**src/rtl/pll_reset_sequencer.sv**
```systemverilog
// Gowin rPLL bring-up sequencer: pulses PLL RESET, qualifies LOCK on the reference
// clock, releases downstream resets one at a time and gives up after repeated lock timeouts.
module pll_reset_sequencer #(
   parameter int SYNC_STAGES         = 2,
   parameter int PLL_RST_CYCLES      = 16,
   parameter int LOCK_STABLE_CYCLES  = 1024,
   parameter int LOCK_TIMEOUT_CYCLES = 65536,
   parameter int MAX_RETRIES         = 3,
   parameter int NUM_DOMAINS         = 3,
   parameter int STAGE_GAP_CYCLES    = 8,
   localparam int RTY_W = (MAX_RETRIES > 0) ? $clog2(MAX_RETRIES + 1) : 1
) (
   input  logic                   clk,
   input  logic                   rst,
   input  logic                   lock_i,
   output logic                   pll_reset_o,
   output logic [NUM_DOMAINS-1:0] rst_out_o,
   output logic                   ready_o,
   output logic                   fault_o,
   output logic [RTY_W-1:0]       retry_cnt_o,
   output logic [2:0]             state_o
);

   localparam int RST_W = $clog2(PLL_RST_CYCLES + 1);
   localparam int STB_W = $clog2(LOCK_STABLE_CYCLES + 1);
   localparam int TMO_W = $clog2(LOCK_TIMEOUT_CYCLES + 1);
   localparam int GAP_W = $clog2(STAGE_GAP_CYCLES + 1);

   localparam logic [RST_W-1:0] RST_LAST = RST_W'(PLL_RST_CYCLES - 1);
   localparam logic [STB_W-1:0] STB_MAX  = STB_W'(LOCK_STABLE_CYCLES);
   localparam logic [TMO_W-1:0] TMO_MAX  = TMO_W'(LOCK_TIMEOUT_CYCLES);
   localparam logic [GAP_W-1:0] GAP_LAST = GAP_W'(STAGE_GAP_CYCLES - 1);
   localparam logic [RTY_W-1:0] RTY_MAX  = RTY_W'(MAX_RETRIES);

   typedef enum logic [2:0] {
      S_RESET_PLL = 3'd0,
      S_WAIT_LOCK = 3'd1,
      S_RELEASE   = 3'd2,
      S_RUN       = 3'd3,
      S_FAULT     = 3'd4
   } state_t;

   state_t                 r_state;
   state_t                 w_state_nxt;
   logic [SYNC_STAGES-1:0] r_sync;
   logic [SYNC_STAGES-1:0] w_sync_d;
   logic                   w_lock_s;
   logic [RST_W-1:0]       r_rst_cnt, w_rst_cnt_nxt;
   logic [STB_W-1:0]       r_stb_cnt, w_stb_nxt;
   logic [TMO_W-1:0]       r_tmo_cnt, w_tmo_nxt;
   logic [GAP_W-1:0]       r_gap_cnt, w_gap_nxt;
   logic [NUM_DOMAINS-1:0] r_rst_out, w_rst_out_nxt;
   logic [RTY_W-1:0]       r_retry, w_retry_nxt;
   logic                   r_pll_reset;
   logic                   r_ready;
   logic                   r_fault;

   generate
      if (SYNC_STAGES > 1) begin : g_sync_multi
         assign w_sync_d = {r_sync[SYNC_STAGES-2:0], lock_i};
      end else begin : g_sync_single
         assign w_sync_d = lock_i;
      end
   endgenerate

   assign w_lock_s = r_sync[SYNC_STAGES-1];

   // Lock synchroniser into the reference clock domain.
   always_ff @(posedge clk or posedge rst) begin
      if (rst) begin
         r_sync <= '0;
      end else begin
         r_sync <= w_sync_d;
      end
   end

   // Next-state, counter and reset-vector decode; each counter is cleared on entry to its state.
   always_comb begin
      w_state_nxt   = r_state;
      w_rst_cnt_nxt = r_rst_cnt;
      w_stb_nxt     = r_stb_cnt;
      w_tmo_nxt     = r_tmo_cnt;
      w_gap_nxt     = r_gap_cnt;
      w_rst_out_nxt = r_rst_out;
      w_retry_nxt   = r_retry;
      case (r_state)
         S_RESET_PLL: begin
            w_rst_out_nxt = '1;
            if (r_rst_cnt == RST_LAST) begin
               w_state_nxt = S_WAIT_LOCK;
               w_stb_nxt   = '0;
               w_tmo_nxt   = '0;
            end else begin
               w_rst_cnt_nxt = r_rst_cnt + RST_W'(1);
            end
         end
         S_WAIT_LOCK: begin
            if (w_lock_s) begin
               w_stb_nxt = r_stb_cnt + STB_W'(1);
            end else begin
               w_stb_nxt = '0;
            end
            w_tmo_nxt = r_tmo_cnt + TMO_W'(1);
            // A lock that qualifies on the timeout cycle still counts as a success.
            if (w_stb_nxt == STB_MAX) begin
               w_state_nxt = S_RELEASE;
               w_gap_nxt   = '0;
            end else if (w_tmo_nxt == TMO_MAX) begin
               if (r_retry == RTY_MAX) begin
                  w_state_nxt = S_FAULT;
               end else begin
                  w_retry_nxt   = r_retry + RTY_W'(1);
                  w_state_nxt   = S_RESET_PLL;
                  w_rst_cnt_nxt = '0;
               end
            end else begin
               w_state_nxt = S_WAIT_LOCK;
            end
         end
         S_RELEASE: begin
            if (!w_lock_s) begin
               w_state_nxt   = S_RESET_PLL;
               w_rst_out_nxt = '1;
               w_rst_cnt_nxt = '0;
            end else if (r_rst_out == '0) begin
               w_state_nxt = S_RUN;
               w_retry_nxt = '0;
            end else if (r_gap_cnt == GAP_LAST) begin
               // Shifting a zero in from bit 0 releases domains strictly in index order.
               w_rst_out_nxt = r_rst_out << 1'b1;
               w_gap_nxt     = '0;
            end else begin
               w_gap_nxt = r_gap_cnt + GAP_W'(1);
            end
         end
         S_RUN: begin
            if (!w_lock_s) begin
               w_state_nxt   = S_RESET_PLL;
               w_rst_out_nxt = '1;
               w_rst_cnt_nxt = '0;
            end else begin
               w_state_nxt = S_RUN;
            end
         end
         S_FAULT: begin
            w_state_nxt   = S_FAULT;
            w_rst_out_nxt = '1;
         end
         default: begin
            w_state_nxt   = S_RESET_PLL;
            w_rst_out_nxt = '1;
            w_rst_cnt_nxt = '0;
         end
      endcase
   end

   // State, counters and output registers.
   always_ff @(posedge clk or posedge rst) begin
      if (rst) begin
         r_state     <= S_RESET_PLL;
         r_rst_cnt   <= '0;
         r_stb_cnt   <= '0;
         r_tmo_cnt   <= '0;
         r_gap_cnt   <= '0;
         r_rst_out   <= '1;
         r_retry     <= '0;
         r_pll_reset <= 1'b1;
         r_ready     <= 1'b0;
         r_fault     <= 1'b0;
      end else begin
         r_state     <= w_state_nxt;
         r_rst_cnt   <= w_rst_cnt_nxt;
         r_stb_cnt   <= w_stb_nxt;
         r_tmo_cnt   <= w_tmo_nxt;
         r_gap_cnt   <= w_gap_nxt;
         r_rst_out   <= w_rst_out_nxt;
         r_retry     <= w_retry_nxt;
         r_pll_reset <= (w_state_nxt == S_RESET_PLL) || (w_state_nxt == S_FAULT);
         r_ready     <= (w_state_nxt == S_RUN);
         r_fault     <= (w_state_nxt == S_FAULT);
      end
   end

   assign pll_reset_o = r_pll_reset;
   assign rst_out_o   = r_rst_out;
   assign ready_o     = r_ready;
   assign fault_o     = r_fault;
   assign retry_cnt_o = r_retry;
   assign state_o     = r_state;

endmodule
```
**config.mk**
```make
export PLATFORM = sky130hd
export DESIGN_NAME = pll_reset_sequencer
export DESIGN_NICKNAME = d
export VERILOG_FILES = /design/src/rtl/pll_reset_sequencer.sv
export SDC_FILE = /design/constraint.sdc
export NUM_CORES = 1
export LEC_CHECK = 0
export ABC_CLOCK_PERIOD_IN_PS = 5700
export BUFFER_PORTS_ARGS = -buffer_cell sky130_fd_sc_hd__buf_4
export CAP_MARGIN = 20
export CORE_MARGIN = 5
export CORE_UTILIZATION = 65
export CTS_CLUSTER_SIZE = 14
export DETAILED_ROUTE_END_ITERATION = 10
export GPL_ROUTABILITY_DRIVEN = 0
export PLACE_DENSITY = 0.95
export SYNTH_ARGS = -nofsm -noshare
export SYNTH_HDL_FRONTEND = slang
export SYNTH_SLANG_ARGS = --single-unit
export TNS_END_PERCENT = 1
```
**constraint.sdc**
```tcl
create_clock -name clk -period 5.7 [get_ports clk]
set_input_delay 0.57 -clock clk [delete_from_list [all_inputs] [get_ports clk]]
set_output_delay 0.57 -clock clk [all_outputs]
set_load 0.02 [all_outputs]
```
# Word-level counts from Yosys, hierarchy flattened

Cells that the tools add are included.

Add/subtract/negate cells: 5
Equality and inequality tests: 24
Mux-type cells: 36
Bitwise operators: 2
Reduce and logical (&&, ||, !) cells: 12

Operator list:

| operator                | count |
|---|---|
| $pmux W17 S2            | 1 |
| $mux W11                | 3 |
| $mux W3                 | 10 |
| $mux W5                 | 5 |
| $ne A2 B2 Y1 const B    | 11 |
| $pmux W11 S2            | 1 |
| $pmux W5 S4             | 1 |
| $add A17 B1 Y17 const B | 1 |
| $eq A17 B17 Y1 const B  | 1 |
| $mux W17                | 1 |
| $mux W4                 | 4 |
| $pmux W3 S5             | 1 |
| $mux W2                 | 6 |
| $reduce_and A6 Y1       | 2 |
| $add A11 B1 Y11 const B | 1 |
| $eq A11 B11 Y1 const B  | 1 |
| $eq A3 B2 Y1 const B    | 3 |
| $logic_not A3 Y1        | 3 |
| $pmux W3 S3             | 1 |
| $pmux W4 S2             | 1 |
| $reduce_and A4 Y1       | 2 |
| $eq A3 B3 Y1 const B    | 2 |
| $ne A3 B3 Y1 const B    | 2 |
| $add A5 B1 Y5 const B   | 1 |
| other kinds (12)        | 14 |

Bits in registers: 50
Output and inout port bits: 11
Word-level logic and storage cells: 90

# Depth between registers and ports, before layout

Gate-level depths: netlist (run 1).

Depth after elaboration: 8
Depth in mapped cells: 9
Gate-level depth less buffers: 9

# Worst setup path after synthesis (run 1)

No wires, ideal clock.

Path kind: reg-to-reg
Start point: register r_tmo_cnt[0]
End point: register r_retry[0], in the netlist retry_cnt_o[0]
Setup time: 128 ps
Arrival time: 2,348 ps
Slack: 3,225 ps
Cell stages (with the launch flop): 9
Buffers on the path: 0
Clock period less this slack: 2,475 ps
Cell sequence: dfrtp_1 ha_1 nand4_4 nor4_2 xnor2_1 o2111ai_1 nand3b_2 a211oi_2 mux2_1

Word-level cells in the longest chain between the ends: 4

RTL lines:

| item                               | line | RTL |
|---|---|---|
| start, declared                    | 50   | `logic [TMO_W-1:0] r_tmo_cnt, w_tmo_nxt;` |
| start signal, assigned             | 174  | `r_tmo_cnt <= w_tmo_nxt;` |
| $add A17 B1 Y17                    | 103  | `w_tmo_nxt = r_tmo_cnt + TMO_W'(1);` |
| $eq A17 B17 Y1                     | 108  | `end else if (w_tmo_nxt == TMO_MAX) begin` |
| $ne A2 B2 Y1 (no source line)      | -    |  |
| $reduce_and A6 Y1 (no source line) | -    |  |
| end signal, assigned               | 177  | `r_retry <= w_retry_nxt;` |
| end, declared                      | 53   | `logic [RTY_W-1:0] r_retry, w_retry_nxt;` |

No other way between the ends.
A chain may end at the register's enable or synchronous reset.

# Worst setup path after layout (run 1)

Start point: register r_state[0], in the netlist state_o[0]
End point: register r_rst_cnt[4]

Word-level cells in the longest chain between the ends: 4
Elaborated cells on any way between the ends: 14

RTL lines:

| item                               | line | RTL |
|---|---|---|
| start, declared                    | 43   | `state_t r_state;` |
| start signal, assigned             | 171  | `r_state <= w_state_nxt;` |
| $eq A3 B2 Y1                       | 86   | `case (r_state)` |
| $reduce_or A2 Y1 (no source line)  | -    |  |
| $ne A2 B2 Y1 (no source line)      | -    |  |
| $reduce_and A6 Y1 (no source line) | -    |  |
| end signal, assigned               | 172  | `r_rst_cnt <= w_rst_cnt_nxt;` |
| end, declared                      | 48   | `logic [RST_W-1:0] r_rst_cnt, w_rst_cnt_nxt;` |

Several ways; a longest one is shown, not always the timed one.

==> impl_metrics.csv, run 1 <==
group,metric,value,unit
run_status,outcome,"completed",
worst_setup_path,crit_family,"simple AND/OR/NAND/NOR gates",
worst_setup_path,path_cells,"nor3b_4 -> and2_1 -> nand4_1 -> nor4_2 -> and3b_1 -> o21ai_2 -> mux2i_1",
timing,rsz0062_at_grt,"no",
timing,worst_slew_pin_slew,0.865,ns
die,fp.dieW,78.8,um
route,vias,2676,
worst_setup_path,crit_fanout,17,
timing,post-route-min-period,2.89,ns
timing,tns,0,ns
route,drt_iter0_markers,248,
global_route,antenna_found_initial,0,
yosys,ys_ff_latch,50,
die,ios,14,
die,die_y,78.8,um
placement,postPlaceCellArea,3150,um^2
cts,cts_tree,"built",
global_route,grtUsageTotal,21.9,%
cts,cts-resized-gates,0,
finish,fin_cells,395,
finish,antenna_cells,0,
timing,fmax,346,MHz
yosys,ys_warn_count,0,
power_and_ir_drop,max-vdd-ir-drop,0.132,mV
yosys,syn_area_per_cell,9.06,um^2
timing,skew,0.0109,ns
power_and_ir_drop,p_per_area,185,nW/um^2
route,first_pass_iters,5,
timing,finalCritPeriodShare,50.7,%
yosys,synth.yosys.seq_area_share,40.8,%
worst_setup_path,crit_type,"register to register",
placement,port_buffers,13,
global_route,overflow,0,
worst_setup_path,r2r_start,"state_o[0]",
global_route,grt_pass1_vias,2373,
power_and_ir_drop,p_leak,1.32,nW
cts,cts_root_buffer,"clkbuf_8",
timing,setup_viol,0,
power_and_ir_drop,total_power,0.602,mW
cts,cts_hold_buf,0,
worst_setup_path,critPathArrivalTime,3.12,ns
run,maxCapViolCount,0,
timing,finalHoldViolCount,0,
finish,fillCellCount,324,
cts,cts_max_path_buffers,2,
worst_setup_path,slowest_stage,"nor3b_4",
cts,cts_buffers,5,
finish,nets,350,
yosys,async_flop_share,100,%
yosys,synth_nets,350,
finish,drive_gt1_share,13.8,%
die,dieArea,6210,um^2
global_route,grt_pass1_wl,11.1,mm
cts,cts_setup_buffers,0,
yosys,synth_flop_cell,"dfrtp_1",
finish,syn2layout_area_growth,5.93,%
worst_setup_path,start_kind,"register",
cts,numClockSinks,50,
die,start_util,66.1,%
global_route,grt_max_degree,51,
yosys,synth.distinct_cells,66,
route,drcViolationCount,0,
finish,final_area,3260,um^2
die,placementRows,25,
placement,numPlacedInstances,386,
worst_setup_path,worstSetupStartpoint,"state_o[0]",
cts,insertion_delay,0.31,ns
worst_setup_path,critPathMaxStageDelay,0.71,ns
timing,slew_headroom,42.2,%
cts,path_clk_slew,0.10,ns
worst_setup_path,end_kind,"register",
yosys,syn_inst,340,
hold_path,worstHoldPathType,"input port to asynchronous set/reset pin",
cts,h-tree-depth,2,
route,viasPerCell,6.77,
placement,hpwl,4.40,mm
timing,slew_viol_final,0,
route,routedWlPerCell,16.2,um
route,ant_nets,0,
route,wl,6.41,mm
yosys,synth_edf_count,0,
yosys,synth_area,3080,um^2
worst_setup_path,crit_required,5.93,ns
die,core_area,4660,um^2
worst_setup_path,crit_buf_inv,0,
where the power goes:
part	switching (mW)	total, mW	internal (mW)
clock	0.128	0.218	0.0905
combinational	0.0141	0.0221	0.00795
sequential	0.00468	0.362	0.357
kinds of logic (layout without fill, tap and decap cells):
kind of cell | after synthesis | count (layout) | synth area share, %
AND/OR/NAND/NOR | 140 | 140 | 25.8
AO/OA/AOI/OAI | 100 | 100 | 21.9
flip-flops | 50 | 50 | 40.8
buffers and inverters | 29 | 30 | 4.27
adder cells (fa/ha/maj) | 7 | 7 | 2.84
XOR/XNOR | 7 | 7 | 1.99
multiplexers | 7 | 7 | 2.36
placed cells by master (no fill, tap or decap), drive strengths merged, types with 4 or more instances in the layout:
cell type  netlist  final
dfstp            4      4
ha               7      7
o21ai           42     42
a22o             7      7
dfrtp           46     46
xnor2            4      4
nand3b           4      4
nand4           10     10
and3             4      4
buf             11     15
a31oi            8      8
o31ai           11     11
mux2i            5      5
nor4             4      4
o41ai            4      4
nand3           19     19
nor2            33     33
nand2           31     31
nor3            12     12
inv              7      9
a21oi            5      5
clkbuf          11      5
registers in the layout, summed over array words and instances, names as in the netlist, 2 cells and up:
| name | flops |
|---|---|
| r_gap_cnt | 4 |
| r_rst_cnt | 5 |
| state_o | 3 |
| r_sync | 2 |
| r_tmo_cnt | 17 |
| r_stb_cnt | 11 |
| retry_cnt_o | 2 |
| rst_out_o | 3 |
final timing paths:
| check | endpoint | slack [ns] | cells past startpoint |
|---|---|---|---|
| worst min register to register | r_sync[1] | 0.37 | 0 |
| min in group clk | r_sync[0] | 0.36 | 1 |
| max in group asynchronous | rst_out_o[2] | 5.00 | 3 |
| worst max-delay path | r_rst_cnt[4] | 2.81 | 7 |
| worst max register to register | r_rst_cnt[4] | 2.81 | 7 |
| worst min-delay path | r_stb_cnt[10] | 0.17 | 2 |
layout make-up:
class	instances	area, um^2	share of cell area [%]
timing repair buffer	15	125	3.84
multi-input combinational	261	1690	51.9
clock inverter	3	26.3	0.806
inverter	7	26.3	0.806
clock buffer	5	68.8	2.11
tap	54	67.6	2.07
sequential	50	1260	38.5
synthesized netlist by cell type, types with 8 or more instances:
library cell,number,area [um^2]
dfrtp_1,46,1150
o21ai_0,40,200
nor2_1,33,124
nand2_1,31,116
nand3_1,17,85.1
clkbuf_1,10,37.5
o31ai_1,10,75.1
nand4_1,9,56.3
nor3_1,9,45.0
a31oi_1,8,50.1
buf_2,8,40.0
routing by layer:
layer / GRT usage (%) / share of wire (%)
met5: 0 / 0
met1: 30.4 / 45
met3: 3.63 / 5.8
met4: 7.73 / 1.5
met2: 35.0 / 48
metrics by stage:
step | util, % | worst slack, ns | hold slack (ns)
after floorplan | - | 3.22 | 0.331
after global placement | 67.5 | 2.97 | 0.334
after detailed placement | 67.5 | 2.90 | 0.347
after CTS | 69.6 | 2.84 | 0.351
after global routing | 70.0 | 2.66 | 0.185
final | 70.0 | 2.81 | 0.166
(Power assumes the default switching activity.)
==> inputs of run 2 (changes only) <==
--- a/config.mk
+++ b/config.mk
@@ -5,15 +5,15 @@
 export SDC_FILE = /design/constraint.sdc
 export NUM_CORES = 1
 export LEC_CHECK = 0
-export ABC_CLOCK_PERIOD_IN_PS = 5700
+export ABC_CLOCK_PERIOD_IN_PS = 2400
 export BUFFER_PORTS_ARGS = -buffer_cell sky130_fd_sc_hd__buf_4
 export CAP_MARGIN = 20
 export CORE_MARGIN = 5
-export CORE_UTILIZATION = 65
+export CORE_UTILIZATION = 56
 export CTS_CLUSTER_SIZE = 14
 export DETAILED_ROUTE_END_ITERATION = 10
 export GPL_ROUTABILITY_DRIVEN = 0
-export PLACE_DENSITY = 0.95
+export PLACE_DENSITY = 0.88
 export SYNTH_ARGS = -nofsm -noshare
 export SYNTH_HDL_FRONTEND = slang
 export SYNTH_SLANG_ARGS = --single-unit
==> constraint.sdc (replaced) <==
create_clock -name clk -period 2.4 [get_ports clk]
set_input_delay 0.24 -clock clk [delete_from_list [all_inputs] [get_ports clk]]
set_output_delay 0.24 -clock clk [all_outputs]
set_load 0.02 [all_outputs]
==> run 2 against run 1 <==
Net effect: power grew 140%; non-clock buffer count grew 31; routed wire length grew 9.0%; critical path depth is the same; flip-flop and latch count is the same.
==> impl_metrics.csv, run 2 (same netlist as run 1, synthesis figures left out) <==
group,metric,value,unit
die,fp.dieW,84.2,um
finish,final_common_cell,"buf_4",
finish,top_register,"r_tmo_cnt",
power_and_ir_drop,p_comb_share,4.3,%
hold_path,worstHoldPathType,"input port to register",
die,core_area,5440,um^2
power_and_ir_drop,p_per_area,413,nW/um^2
finish,top_regs,"r_tmo_cnt: 17 flops, r_stb_cnt: 11 flops, r_rst_cnt: 5 flops",
hold_path,min-delay-start,"lock_i",
timing,tns,0,ns
run_status,outcome,"completed",
global_route,antenna_found_initial,0,
global_route,grt_pass1_vias,2703,
finish,drive_gt1_share,24.2,%
route,first_pass_iters,6,
global_route,overflow,0,
timing,fmax,419,MHz
placement,port_buffers,13,
timing,rsz0062_at_grt,"yes",
run,maxCapViolCount,0,
cts,numClockSinks,50,
cts,cts_root_buffer,"clkbuf_8",
placement,numPlacedInstances,436,
cts,cts_buffers,5,
timing,final.setup.worst_slack,0.0117,ns
die,die_y,84.2,um
die,ios,14,
die,start_util,56.6,%
power_and_ir_drop,sequentialPowerShare,58.1,%
finish,nets,381,
finish,final_cell_mix,"46 x buf_4, 40 x dfrtp_1, 39 x o21ai_0, 33 x nor2_1, 31 x nand2_1",
worst_setup_path,start_kind,"register",
global_route,grt_pass1_wl,12.1,mm
timing,finalHoldViolCount,0,
finish,post-route-util,65.4,%
power_and_ir_drop,clkPwrFrac,37.6,%
worst_setup_path,worstSetupStartpoint,"r_tmo_cnt[2]",
timing,hold_ws,0.0289,ns
timing,setup_viol,0,
placement,postPlaceCellArea,3420,um^2
timing,slew_viol_final,0,
placement,pre_cts_slack,-0.0221,ns
route,routedWlPerCell,15.7,um
cts,cts_max_path_buffers,2,
finish,syn2layout_area_growth,15.6,%
hold_path,holdPathStages,1,
cts,insertion_delay,0.31,ns
power_and_ir_drop,internal_power,1.14,mW
timing,post-route-min-period,2.39,ns
timing,skew,0.0110,ns
power_and_ir_drop,total_power,1.47,mW
route,drcViolationCount,0,
worst_setup_path,crit_type,"register to register",
worst_setup_path,critPathArrivalTime,2.58,ns
timing,worst_slew_pin_slew,0.630,ns
worst_setup_path,r2r_start,"r_tmo_cnt[2]",
cts,cts_setup_buffers,0,
worst_setup_path,r2r_cells,7,
route,vias,2757,
power_and_ir_drop,max-vdd-ir-drop,0.209,mV
worst_setup_path,crit_required,2.60,ns
cts,cts_tree,"built",
global_route,grtUsageTotal,20.5,%
finish,fillCellCount,411,
die,placementRows,27,
placement,hpwl,4.83,mm
finish,fin_cells,444,
worst_setup_path,crit_fanout,10,
timing,finalCritPeriodShare,99.5,%
power_and_ir_drop,swShare,22.8,%
cts,path_clk_slew,0.10,ns
finish,antenna_cells,0,
power_and_ir_drop,p_switching,0.335,mW
finish,largest_reg_flops,17,
die,dieArea,7080,um^2
worst_setup_path,end_kind,"register",
finish,final_area,3560,um^2
route,wl,6.98,mm
cts,h-tree-depth,2,
route,ant_nets,0,
power_and_ir_drop,p_leak,1.49,nW
cts,cts_hold_buf,0,
route,drt_iter0_markers,156,
route,viasPerCell,6.21,
timing,slew_headroom,58.0,%
global_route,grt_max_degree,51,
-- run 2: changes by cell type in the layout (fill, tap and decap cells not counted), moves of 2 or more --
cell	change
buf_4	+32
clkbuf_8	+2
dfrtp_1	-6
inv_6	-2
ha_2	+2
ha_1	-2
dfrtp_2	+6
-- run 2: layout make-up --
cell class,instances,area [um^2],area share (%)
clock buffer,7,96.3,2.71
clock inverter,1,8.76,0.246
inverter,7,26.3,0.738
multi-input combinational,261,1730,48.6
sequential,50,1260,35.5
tap,72,90.1,2.53
timing repair buffer,46,345,9.70
-- run 2: critical path, cell delays in order, from the launching register on --
cell and delay [ns]:
dfrtp_2 0.48, nand3_1 0.26, nor4b_1 0.37, a211o_1 0.16, o2111ai_1 0.15, nand3b_2 0.26
a211oi_2 0.25, mux2_1 0.35
-- run 2: routing by layer --
metal / track usage, % / part of all wire, % / vias to the layer above / wire length, um
li1: - / - / 1325 / -
met1: 26.0 / 46 / 1334 / 3190
met2: 35.4 / 49 / 84 / 3390
met3: 3.53 / 4.4 / 14 / 304
met4: 6.87 / 1.4 / 0 / 97
met5: 0 / 0 / - / 0
-- run 2: power by group through the flow --
stage | logic, mW | clock network, mW | registers (mW)
global placement | 0.0615 | 0 | 0.870
global route | 0.0719 | 0.597 | 0.855
finish | 0.0632 | 0.553 | 0.854
floorplan | 0.0415 | 0 | 0.870
CTS | 0.0634 | 0.562 | 0.854
detailed placement | 0.0627 | 0 | 0.870
-- run 2: final timing paths --
path                                   to  slack (ns)
max                        retry_cnt_o[1]        0.01
min                             r_sync[0]        0.03
max reg2reg                retry_cnt_o[1]        0.01
min reg2reg                     r_sync[1]        0.36
max in group asynchronous    r_tmo_cnt[8]        1.84
min in group asynchronous    r_stb_cnt[6]        0.08
-- run 2: timing repair --
action                                  CTS  global route
endpoints found under the setup margin    3             9
pin swaps                                 1             2
resized for setup                         1            12
==> inputs of run 3 (changes only) <==
--- a/config.mk
+++ b/config.mk
@@ -8,6 +8,7 @@
 export ABC_CLOCK_PERIOD_IN_PS = 2400
 export BUFFER_PORTS_ARGS = -buffer_cell sky130_fd_sc_hd__buf_4
 export CAP_MARGIN = 20
+export CORE_ASPECT_RATIO = 0.5
 export CORE_MARGIN = 5
 export CORE_UTILIZATION = 56
 export CTS_CLUSTER_SIZE = 14
==> run 3 against run 2 <==
Net effect: the run now ends with negative hold slack, negative setup slack left; highest routed layer unchanged; sequential power about the same; global-route usage up 1.6 points; worst setup slack worse by 0.031 ns.
==> impl_metrics.csv, run 3 (same netlist as run 1, synthesis figures left out) <==
group,metric,value,unit
power_and_ir_drop,p_comb_share,4.5,%
timing,slew_viol_final,0,
global_route,globalRouteMet2Util,36.5,%
cts,h-tree-depth,2,
route,routedWlPerCell,17.6,um
cts,cts_buffers,5,
timing,fmax,413,MHz
route,drt_iter0_markers,316,
timing,hold_ws,-0.00654,ns
run_status,outcome,"finished with violations",
finish,top_register,"r_tmo_cnt",
worst_setup_path,slowest_stage,"dfrtp_1",
cts,cts_setup_buffers,0,
timing,skew,0.00939,ns
global_route,grt_pass1_wl,13.0,mm
global_route,grtUsageMet3,4.55,%
worst_setup_path,end_kind,"register",
cts,path_clk_slew,0.10,ns
power_and_ir_drop,max-vdd-ir-drop,0.256,mV
timing,post-route-min-period,2.42,ns
worst_setup_path,critPathMaxStageDelay,0.54,ns
global_route,grt.busiest_layer,"met2",
die,start_util,57.1,%
worst_setup_path,critPathArrivalTime,2.64,ns
global_route,grt_max_degree,30,
route,first_pass_iters,5,
finish,fillCellCount,375,
worst_setup_path,crit_buf_inv,0,
run,maxCapViolCount,0,
worst_setup_path,crit_family,"simple AND/OR/NAND/NOR gates",
finish,nets,380,
cts,numClockSinks,50,
worst_setup_path,start_kind,"register",
timing,slew_headroom,57.9,%
power_and_ir_drop,p_switching,0.360,mW
timing,final.setup.worst_slack,-0.0191,ns
global_route,use_met1,28.2,%
power_and_ir_drop,total_power,1.47,mW
global_route,antenna_found_initial,0,
power_and_ir_drop,swShare,24.5,%
route,viasPerCell,6.38,
power_and_ir_drop,clkPwrFrac,37.3,%
worst_setup_path,r2r_start,"r_stb_cnt[3]",
finish,final_area,3600,um^2
run_status,violations,"negative hold slack, negative setup slack",
die,dieArea,7170,um^2
route,drcViolationCount,0,
timing,rsz0062_at_grt,"yes",
finish,top_regs,"r_tmo_cnt: 17 flops, r_stb_cnt: 11 flops, r_rst_cnt: 5 flops",
placement,port_buffers,13,
worst_setup_path,worstSetupStartpoint,"r_stb_cnt[3]",
power_and_ir_drop,sequentialPowerShare,58.2,%
global_route,overflow,0,
cts,cts_max_path_buffers,2,
timing,setup_viol,2,
power_and_ir_drop,p_per_area,408,nW/um^2
worst_setup_path,reg2reg_slack,-0.02,ns
route,vias,2832,
finish,largest_reg_flops,17,
die,placementRows,19,
power_and_ir_drop,p_leak,1.50,nW
global_route,grtUsageTotal,22.1,%
cts,cts_root_buffer,"clkbuf_8",
finish,syn2layout_area_growth,16.9,%
power_and_ir_drop,internal_power,1.11,mW
die,ios,14,
cts,insertion_delay,0.32,ns
worst_setup_path,path_cells,"nand3_4 -> nor3_4 -> mux2i_1 -> or4_4 -> or2_0 -> a31o_1 -> and2_1",
die,die_y,62.4,um
finish,drive_gt1_share,23.7,%
placement,postPlaceCellArea,3430,um^2
finish,final_cell_mix,"44 x buf_4, 43 x dfrtp_1, 39 x o21ai_0, 33 x nor2_1, 31 x nand2_1",
placement,hpwl,5.32,mm
cts,cts_tree,"built",
timing,worst_slew_pin_slew,0.631,ns
timing,finalCritPeriodShare,101,%
hold_path,worstHoldPathType,"input port to asynchronous set/reset pin",
finish,antenna_cells,0,
worst_setup_path,crit_required,2.62,ns
route,ant_nets,0,
global_route,grt_pass1_vias,2789,
worst_setup_path,crit_type,"register to register",
route,wl,7.83,mm
cts,cts_hold_buf,0,
die,core_area,5400,um^2
timing,finalHoldViolCount,8,
worst_setup_path,crit_fanout,8,
finish,final_common_cell,"buf_4",
die,fp.dieW,115,um
run 3: cell types whose count changed in the layout (fill, tap and decap cells not counted), sizes merged:
| cell | before | now |
|---|---|---|
| buf | 46 | 45 |
| clkbuf | 7 | 6 |
| clkinv | 1 | 0 |
| clkinvlp | 0 | 1 |
| inv | 7 | 8 |
run 3: worst paths after layout:
kind / end / depth (start not counted)
max in group asynchronous: rst_out_o[1] / 3
min: r_tmo_cnt[15] / 2
max reg2reg: ready_o / 7
min in group clk: r_sync[0] / 1
max: ready_o / 7
min reg2reg: r_sync[1] / 0
run 3: metrics by stage:
step                      setup slack [ns]  TNS, ns  util, %  hold slack, ns  cells
final                              -0.0191  -0.0328     66.7        -0.00654    444
after detailed placement           -0.0910   -0.217     63.5           0.349    436
after CTS                          0.00700        0     65.9          0.0106    444
after floorplan                     0.0165        0        -           0.271    340
after global placement              0.0421        0     63.5           0.332    436
after global routing                -0.125   -0.612     66.7          0.0169    444
run 3: cell type report:
cell class,instances,area [um^2],area share [%]
inverter,7,26.3,0.730
multi-input combinational,261,1770,49.3
clock buffer,6,82.6,2.29
timing repair buffer,45,350,9.73
clock inverter,2,16.3,0.452
sequential,50,1260,35.0
tap,73,91.3,2.54
run 3: timing repair:
action,CTS,global route
pin swaps,2,1
setup endpoints to repair,5,13
resized for setup,6,10
endpoints found under the hold margin,0,0
run 3: per-layer routing:
| metal | part of all wire (%) | vias up |
|---|---|---|
| met1 | 42 | 1365 |
| met2 | 49 | 121 |
| met3 | 7.1 | 22 |
| met5 | 0 | - |
| met4 | 1.8 | 0 |
| li1 | - | 1324 |
run 3: power by group through the flow:
stage               sequential (mW)  combinational (mW)  clock [mW]
global placement              0.870              0.0611           0
CTS                           0.854              0.0643       0.558
floorplan                     0.870              0.0415           0
finish                        0.855              0.0660       0.548
detailed placement            0.871              0.0634           0
global route                  0.856              0.0742       0.592
run 3: worst register-to-register path, cell delays in order (launching register included):
cell and delay (ns):
dfrtp_1 0.54, nand3_4 0.19, nor3_4 0.26, mux2i_1 0.17, or4_4 0.54, or2_0 0.23, a31o_1 0.25, and2_1 0.15
